## config.mk

```make
export PLATFORM = sky130hd
export DESIGN_NAME = reaction_timer_bcd
export DESIGN_NICKNAME = d
export VERILOG_FILES = /design/src/rtl/reaction_timer_bcd.sv
export SDC_FILE = /design/constraint.sdc
export NUM_CORES = 1
export LEC_CHECK = 0
export BUFFER_PORTS_ARGS = -buffer_cell sky130_fd_sc_hd__buf_2
export CORE_MARGIN = 8
export CORE_UTILIZATION = 55
export DETAILED_ROUTE_END_ITERATION = 8
export HOLD_SLACK_MARGIN = 0.03
export PLACE_DENSITY = 0.79
export SYNTH_ARGS = -nofsm -noshare
export SYNTH_HDL_FRONTEND = slang
export SYNTH_SLANG_ARGS = --single-unit
export TNS_END_PERCENT = 10
```

## constraint.sdc

```tcl
create_clock -name clk -period 5.1 [get_ports clk]
set_input_delay 1.02 -clock clk [delete_from_list [all_inputs] [get_ports clk]]
set_output_delay 1.02 -clock clk [all_outputs]
set_load 0.01 [all_outputs]
```

## src/rtl/reaction_timer_bcd.sv

```systemverilog
// reaction_timer_bcd: random-foreperiod reaction timer counting ms in BCD, shown on a scanned N-digit display.
// Optional best-time register enabled by defining REACTION_BEST_TIME_EN.
module reaction_timer_bcd #(
  parameter int CLKS_PER_MS  = 50000,
  parameter int DIGITS       = 4,
  parameter int MIN_DELAY_MS = 1000,
  parameter int RAND_BITS    = 10,
  parameter int SCAN_DIV     = 50000
) (
  input  logic              clk,
  input  logic              rst,
  input  logic              start_trigger,
  input  logic              user_trigger,
  input  logic              show_best,
  output logic [3:0]        digit_val,
  output logic [DIGITS-1:0] digit_sel,
  output logic              go_lamp,
  output logic              false_start,
  output logic              overflow,
  output logic              result_valid
);

  localparam int CW = 4 * DIGITS;
  localparam int PW = $clog2(CLKS_PER_MS + 1);
  localparam int DW = $clog2(MIN_DELAY_MS + (1 << RAND_BITS) + 1);
  localparam int SW = $clog2(SCAN_DIV + 1);
  localparam int IW = $clog2(DIGITS + 1);
  localparam logic [CW-1:0] NINES     = {DIGITS{4'h9}};
  localparam logic [CW-1:0] DASHES    = {DIGITS{4'hF}};
  localparam logic [15:0]   LFSR_SEED = 16'hACE1;
  localparam logic [15:0]   LFSR_TAPS = 16'hB400;

  typedef enum logic [2:0] {
    S_IDLE  = 3'd0,
    S_WAIT  = 3'd1,
    S_REACT = 3'd2,
    S_SHOW  = 3'd3,
    S_FAULT = 3'd4
  } t_state;

  t_state              r_state, w_state_next;
  logic [PW-1:0]       r_presc, w_presc_next;
  logic [DW-1:0]       r_delay, w_delay_next;
  logic [CW-1:0]       r_count, w_count_next;
  logic [CW-1:0]       r_result, w_result_next;
  logic                r_overflow, w_overflow_next;
  logic [15:0]         r_lfsr;
  logic                r_start_q, r_user_q;
  logic                w_start_edge, w_user_edge, w_tick;
  logic [SW-1:0]       r_slot;
  logic [IW-1:0]       r_idx, w_idx_next;
  logic                w_slot_wrap;
  logic [DIGITS-1:0]   r_digit_sel;
  logic [3:0]          r_digit_val;
  logic                r_go, r_fault, r_valid;
  logic [CW-1:0]       w_src, w_show_src;

  // Ripple a +1 through the packed BCD digits, each wrapping 9 -> 0.
  function automatic logic [CW-1:0] bcd_inc(input logic [CW-1:0] v);
    logic [CW-1:0] r;
    logic          carry;
    r     = v;
    carry = 1'b1;
    for (int i = 0; i < DIGITS; i++) begin
      if (carry && (v[i*4 +: 4] == 4'd9)) begin
        r[i*4 +: 4] = 4'd0;
      end else if (carry) begin
        r[i*4 +: 4] = v[i*4 +: 4] + 4'd1;
        carry       = 1'b0;
      end else begin
        r[i*4 +: 4] = v[i*4 +: 4];
      end
    end
    return r;
  endfunction

  assign w_start_edge = start_trigger & ~r_start_q;
  assign w_user_edge  = user_trigger & ~r_user_q;
  assign w_tick       = (r_presc == PW'(CLKS_PER_MS - 1));
  assign w_slot_wrap  = (r_slot == SW'(SCAN_DIV - 1));

  // Free-running Galois LFSR and trigger edge-detect history.
  always_ff @(posedge clk) begin
    if (rst) begin
      r_lfsr    <= LFSR_SEED;
      r_start_q <= 1'b0;
      r_user_q  <= 1'b0;
    end else begin
      r_lfsr    <= {1'b0, r_lfsr[15:1]} ^ (r_lfsr[0] ? LFSR_TAPS : 16'h0000);
      r_start_q <= start_trigger;
      r_user_q  <= user_trigger;
    end
  end

  // Next-state and datapath updates of the measurement FSM.
  always_comb begin
    w_state_next    = r_state;
    w_presc_next    = r_presc;
    w_delay_next    = r_delay;
    w_count_next    = r_count;
    w_result_next   = r_result;
    w_overflow_next = r_overflow;
    case (r_state)
      S_IDLE, S_SHOW, S_FAULT: begin
        if (w_start_edge) begin
          w_state_next    = S_WAIT;
          w_presc_next    = {PW{1'b0}};
          w_delay_next    = DW'(MIN_DELAY_MS) + DW'(r_lfsr[RAND_BITS-1:0]);
          w_count_next    = {CW{1'b0}};
          w_overflow_next = 1'b0;
        end else begin
          w_state_next = r_state;
        end
      end
      S_WAIT: begin
        // A premature press wins over a foreperiod that expires in the same cycle.
        if (w_user_edge) begin
          w_state_next = S_FAULT;
        end else if (w_tick) begin
          w_presc_next = {PW{1'b0}};
          if (r_delay <= DW'(1)) begin
            w_delay_next = {DW{1'b0}};
            w_state_next = S_REACT;
          end else begin
            w_delay_next = r_delay - DW'(1);
          end
        end else begin
          w_presc_next = r_presc + PW'(1);
        end
      end
      S_REACT: begin
        if (w_user_edge) begin
          w_state_next  = S_SHOW;
          w_result_next = r_count;
        end else if (w_tick) begin
          w_presc_next = {PW{1'b0}};
          if (r_count == NINES) begin
            w_overflow_next = 1'b1;
            w_result_next   = NINES;
            w_state_next    = S_SHOW;
          end else begin
            w_count_next = bcd_inc(r_count);
          end
        end else begin
          w_presc_next = r_presc + PW'(1);
        end
      end
      default: w_state_next = S_IDLE;
    endcase
  end

  // FSM state, counters and the flag outputs registered from the next state.
  always_ff @(posedge clk) begin
    if (rst) begin
      r_state    <= S_IDLE;
      r_presc    <= {PW{1'b0}};
      r_delay    <= {DW{1'b0}};
      r_count    <= {CW{1'b0}};
      r_result   <= {CW{1'b0}};
      r_overflow <= 1'b0;
      r_go       <= 1'b0;
      r_fault    <= 1'b0;
      r_valid    <= 1'b0;
    end else begin
      r_state    <= w_state_next;
      r_presc    <= w_presc_next;
      r_delay    <= w_delay_next;
      r_count    <= w_count_next;
      r_result   <= w_result_next;
      r_overflow <= w_overflow_next;
      r_go       <= (w_state_next == S_REACT);
      r_fault    <= (w_state_next == S_FAULT);
      r_valid    <= (w_state_next == S_SHOW);
    end
  end

`ifdef REACTION_BEST_TIME_EN
  logic [CW-1:0] r_best;

  // BCD order matches binary order, so a plain compare finds the faster time.
  always_ff @(posedge clk) begin
    if (rst) begin
      r_best <= NINES;
    end else if ((w_state_next == S_SHOW) && (r_state != S_SHOW) &&
                 !w_overflow_next && (w_result_next < r_best)) begin
      r_best <= w_result_next;
    end
  end

  assign w_show_src = show_best ? r_best : r_result;
`else
  logic w_unused_show_best;
  assign w_unused_show_best = show_best;
  assign w_show_src         = r_result;
`endif

  // Display source selection and next scanned digit index.
  always_comb begin
    w_src = {CW{1'b0}};
    case (r_state)
      S_REACT:        w_src = r_count;
      S_FAULT:        w_src = DASHES;
      S_IDLE, S_SHOW: w_src = w_show_src;
      default:        w_src = {CW{1'b0}};
    endcase
    if (w_slot_wrap) begin
      if (r_idx == IW'(DIGITS - 1)) begin
        w_idx_next = {IW{1'b0}};
      end else begin
        w_idx_next = r_idx + IW'(1);
      end
    end else begin
      w_idx_next = r_idx;
    end
  end

  // Digit scanner: digit_val is loaded for the same slot digit_sel moves to.
  always_ff @(posedge clk) begin
    if (rst) begin
      r_slot      <= {SW{1'b0}};
      r_idx       <= {IW{1'b0}};
      r_digit_sel <= {{(DIGITS-1){1'b0}}, 1'b1};
      r_digit_val <= 4'h0;
    end else begin
      r_slot      <= w_slot_wrap ? {SW{1'b0}} : r_slot + SW'(1);
      r_idx       <= w_idx_next;
      r_digit_sel <= w_slot_wrap ? {r_digit_sel[DIGITS-2:0], r_digit_sel[DIGITS-1]} : r_digit_sel;
      r_digit_val <= w_src[{w_idx_next, 2'b00} +: 4];
    end
  end

  assign digit_val    = r_digit_val;
  assign digit_sel    = r_digit_sel;
  assign go_lamp      = r_go;
  assign false_start  = r_fault;
  assign overflow     = r_overflow;
  assign result_valid = r_valid;

endmodule

```

==> results by group <==
Clock network
  • Number of buffers inserted to repair setup after CTS: 0
  • Clock tree root driver cell: clkbuf_8
  • Worst skew pair latency: 0.37 ns
  • CTS tree: done
  • H-tree depth: 3
  • Total of cells resized after clock tree synthesis: 0
  • Sinks on Clock Net: 111
  • CTS Buf Count: 9
  • Clock edge transition at the registers on the reported setup and hold paths: 0.10 ns
  • Count of hold buffers inserted by post-cts repair: 0
  • Max Buffers Root-to-Sink: 2

Routing
  • Remaining antenna violation count: 0
  • Initial detailed-routing violation count: 308
  • Total DRC errors in the routed layout: 0
  • Vias: 4451
  • Average vias per placed instance: 5.943
  • Routed Wire Length: 11310 um
  • Post-DR wirelength/cell: 15.11 um
  • Iteration count of the initial detailed-routing pass: 5

Yosys
  • Sequential cell area fraction in the yosys report: 0.4173
  • Total nets after synthesis: 628
  • FF+latch count, synth: 111
  • Netlist Area Pre-Place: 5325 um2
  • Most used flip-flop cell after synthesis: dfxtp_1
  • Cell count after synthesis: 609
  • Post-synthesis async set-or-reset flop share: 0
  • Number of enable flip-flop cells after synthesis: 0
  • Syn Area/Cell: 8.744 um2
  • Synth cell types: 64
  • Count of synthesis-stage warnings from yosys: 0

Worst setup path
  • WP data required: 5.34 ns
  • Cell repeated most along the worst path: nand3_1
  • Maximum fanout count along the critical path: 17
  • Worst setup path class: register to register
  • Crit path cell chain: ha_1 > nand3_1 > or4_4 > mux2i_2 > o21ai_0 > nand3_1 > nand3_1
  • WP data arrival: 3.16 ns
  • Sum of buffers and inverters on the critical path: 0
  • Type of destination of the critical path: register
  • Kind of start point of the critical path: register
  • Family with the most delay on the worst path: simple AND/OR/NAND/NOR gates
  • Cell with the largest stage delay on the worst path: mux2i_2
  • Slowest Stage Delay on Critical Path: 0.70 ns

STA
  • RSZ-0062 raised after global routing: false
  • Pins Over Slew Limit: 0
  • Highest Clock Rate: 343.3 MHz
  • Worst setup slack after layout: 2.187 ns
  • Hold Worst Slack: 0.4283 ns
  • Final min period: 2.913 ns
  • Worst clock skew: 0.009013 ns
  • Crit share post-route: 0.5712
  • Actual transition at the worst max-transition pin: 1.296 ns
  • Worst-case headroom to the max-slew limit: 0.1292
  • Final sum of negative setup slack: 0 ns
  • Setup violators final: 0
  • Number of failing hold endpoints at the final stage: 0

Die
  • Vert. Die Dim: 114.4 um
  • Die X-Extent: 114.4 um
  • I/O Pins: 17
  • Initial Utilization: 0.5550
  • Core region area: 9594 um2
  • Full die area: 13090 um2
  • Core Rows: 36

Power and ir drop
  • Maximum VDD drop: 0.1976 mV
  • Standby leakage power: 2.150 nW
  • Pwr per Cell Area: 278.6 nW/um2

GRT
  • GRT Util Overall: 0.1775
  • Largest net degree at the start of global routing: 62
  • First-pass GRT wire length: 19210 um
  • Leftover overflow at the end of global routing: 0
  • Via count of the first global-routing pass: 4205
  • Initial antenna violation count: 0

Finish
  • Post-layout nets: 630
  • Count of placed standard cells in the final layout, fillers left out: 749
  • Diodes inserted: 0
  • Share of layout cells above drive strength 1: 0.09578
  • Filler cell count: 880
  • Synthesis-to-finish area growth: 6.344%

Flow run
  • Max-Cap Viols: 0

Placement
  • Number of cells after detailed placement: 732
  • Post-placement worst setup slack: 1.823 ns
  • Number of I/O port buffers: 15
  • Estimated wirelength of the detail-placed design: 7977 um
  • Gpl congestion: 0.8811

Status
  • Outcome: finished, final reports clean

Hold path
  • Worst hold path type: register to register
[final cells by class]
class	instances	area, um2	area share
Sequential cell	111	2222	0.3924
Inverter	16	60.06	0.01061
Timing Repair Buffer	20	112.6	0.01989
Clock buffer	13	148.9	0.02629
Multi-Input combinational cell	453	2934	0.5181
Tap cell	133	166.4	0.02939
Clock inverter	3	18.77	0.003314
[cells in the mapped netlist, types with 6 or more instances]
| cell type | n | share of area |
|---|---|---|
| a21oi_1 | 14 | 0.013 |
| a221o_1 | 9 | 0.017 |
| a22oi_1 | 21 | 0.030 |
| and3_1 | 8 | 0.0094 |
| and4_1 | 6 | 0.0099 |
| clkbuf_1 | 26 | 0.018 |
| dfxtp_1 | 111 | 0.42 |
| ha_1 | 14 | 0.033 |
| inv_1 | 15 | 0.011 |
| mux2i_1 | 10 | 0.019 |
| nand2_1 | 42 | 0.030 |
| nand2b_1 | 8 | 0.0094 |
| nand3_1 | 34 | 0.032 |
| nand4_1 | 8 | 0.0094 |
| nor2_1 | 79 | 0.056 |
| nor2b_1 | 16 | 0.019 |
| nor3_1 | 15 | 0.014 |
| o21ai_0 | 28 | 0.026 |
| o221a_2 | 8 | 0.017 |
| or2_2 | 7 | 0.0082 |
| xnor2_1 | 13 | 0.021 |
| xor2_1 | 26 | 0.043 |
[report_power, final]
group | internal [mW] | switching [mW] | total (mW) | leakage (nW)
Clock | 0.191 | 0.280 | 0.472 | 0.0874
Sequential | 0.892 | 0.0278 | 0.920 | 0.902
Combinational | 0.0701 | 0.116 | 0.186 | 1.16
[metal layers]
metal | track usage | part of all wire | up-vias
li1 | - | - | 2204
met4 | 0.06300 | 0.014 | 0
met1 | 0.2130 | 0.45 | 2135
met3 | 0.03797 | 0.047 | 15
met5 | 0 | 0 | -
met2 | 0.3050 | 0.48 | 97
[through the flow]
step | utilization | cell area (um2) | total power [mW]
6_report | 0.5902 | 5663 | 1.577
5_1_grt | 0.5902 | 5663 | 1.650
4_1_cts | 0.5895 | 5655 | 1.591
3_5_place_dp | 0.5720 | 5488 | 1.122
3_3_place_gp | 0.5720 | 5488 | 1.115
2_1_floorplan | - | 5325 | 1.078
[final timing paths]
path | startpoint | endpoint | slack, ns | depth (start not counted)
worst max-delay path | r_slot[0] | digit_val[1] | 2.19 | 7
worst min-delay path | r_lfsr[12] | r_lfsr[11] | 0.43 | 1
worst max register to register | r_slot[0] | digit_val[1] | 2.19 | 7
worst min register to register | r_lfsr[12] | r_lfsr[11] | 0.43 | 1
[cell usage in the layout, fill, tap and decap left out, types with 5 or more instances in the layout]
master    count
dfxtp_1     111
nor2_1       79
nand2_1      42
nand3_1      34
o21ai_0      28
xor2_1       26
a22oi_1      21
nor2b_1      16
inv_1        15
nor3_1       15
buf_2        15
a21oi_1      14
ha_1         14
xnor2_1      13
mux2i_1      10
clkbuf_8     10
a221o_1       9
nand2b_1      8
and3_1        8
nand4_1       8
o221a_2       8
or2_2         7
and4_1        6
nor4_1        5
o211ai_1      5
buf_4         5
[cells by family (layout without fill, tap and decap cells)]
family	after synthesis	in the layout	share of synthesized area
DFF	111	111	0.4173
and+or+nand+nor	262	262	0.2542
AOI/OAI and AO/OA	126	126	0.1753
muxes	12	12	0.02350
xor gates and xnor gates	39	39	0.06415
buffers and inverters	45	52	0.03266
adders and majority gates	14	14	0.03290
[registers in the layout, indices dropped and copies added (netlist names)]
signal        count
false_start       1
r_delay          11
r_slot           16
r_state           3
r_user_q          1
r_count          16
r_idx             3
overflow          1
result_valid      1
r_result         16
go_lamp           1
r_start_q         1
digit_sel         4
r_lfsr           16
r_presc          16
digit_val         4
Note: power is estimated with default switching activity, not from simulation.
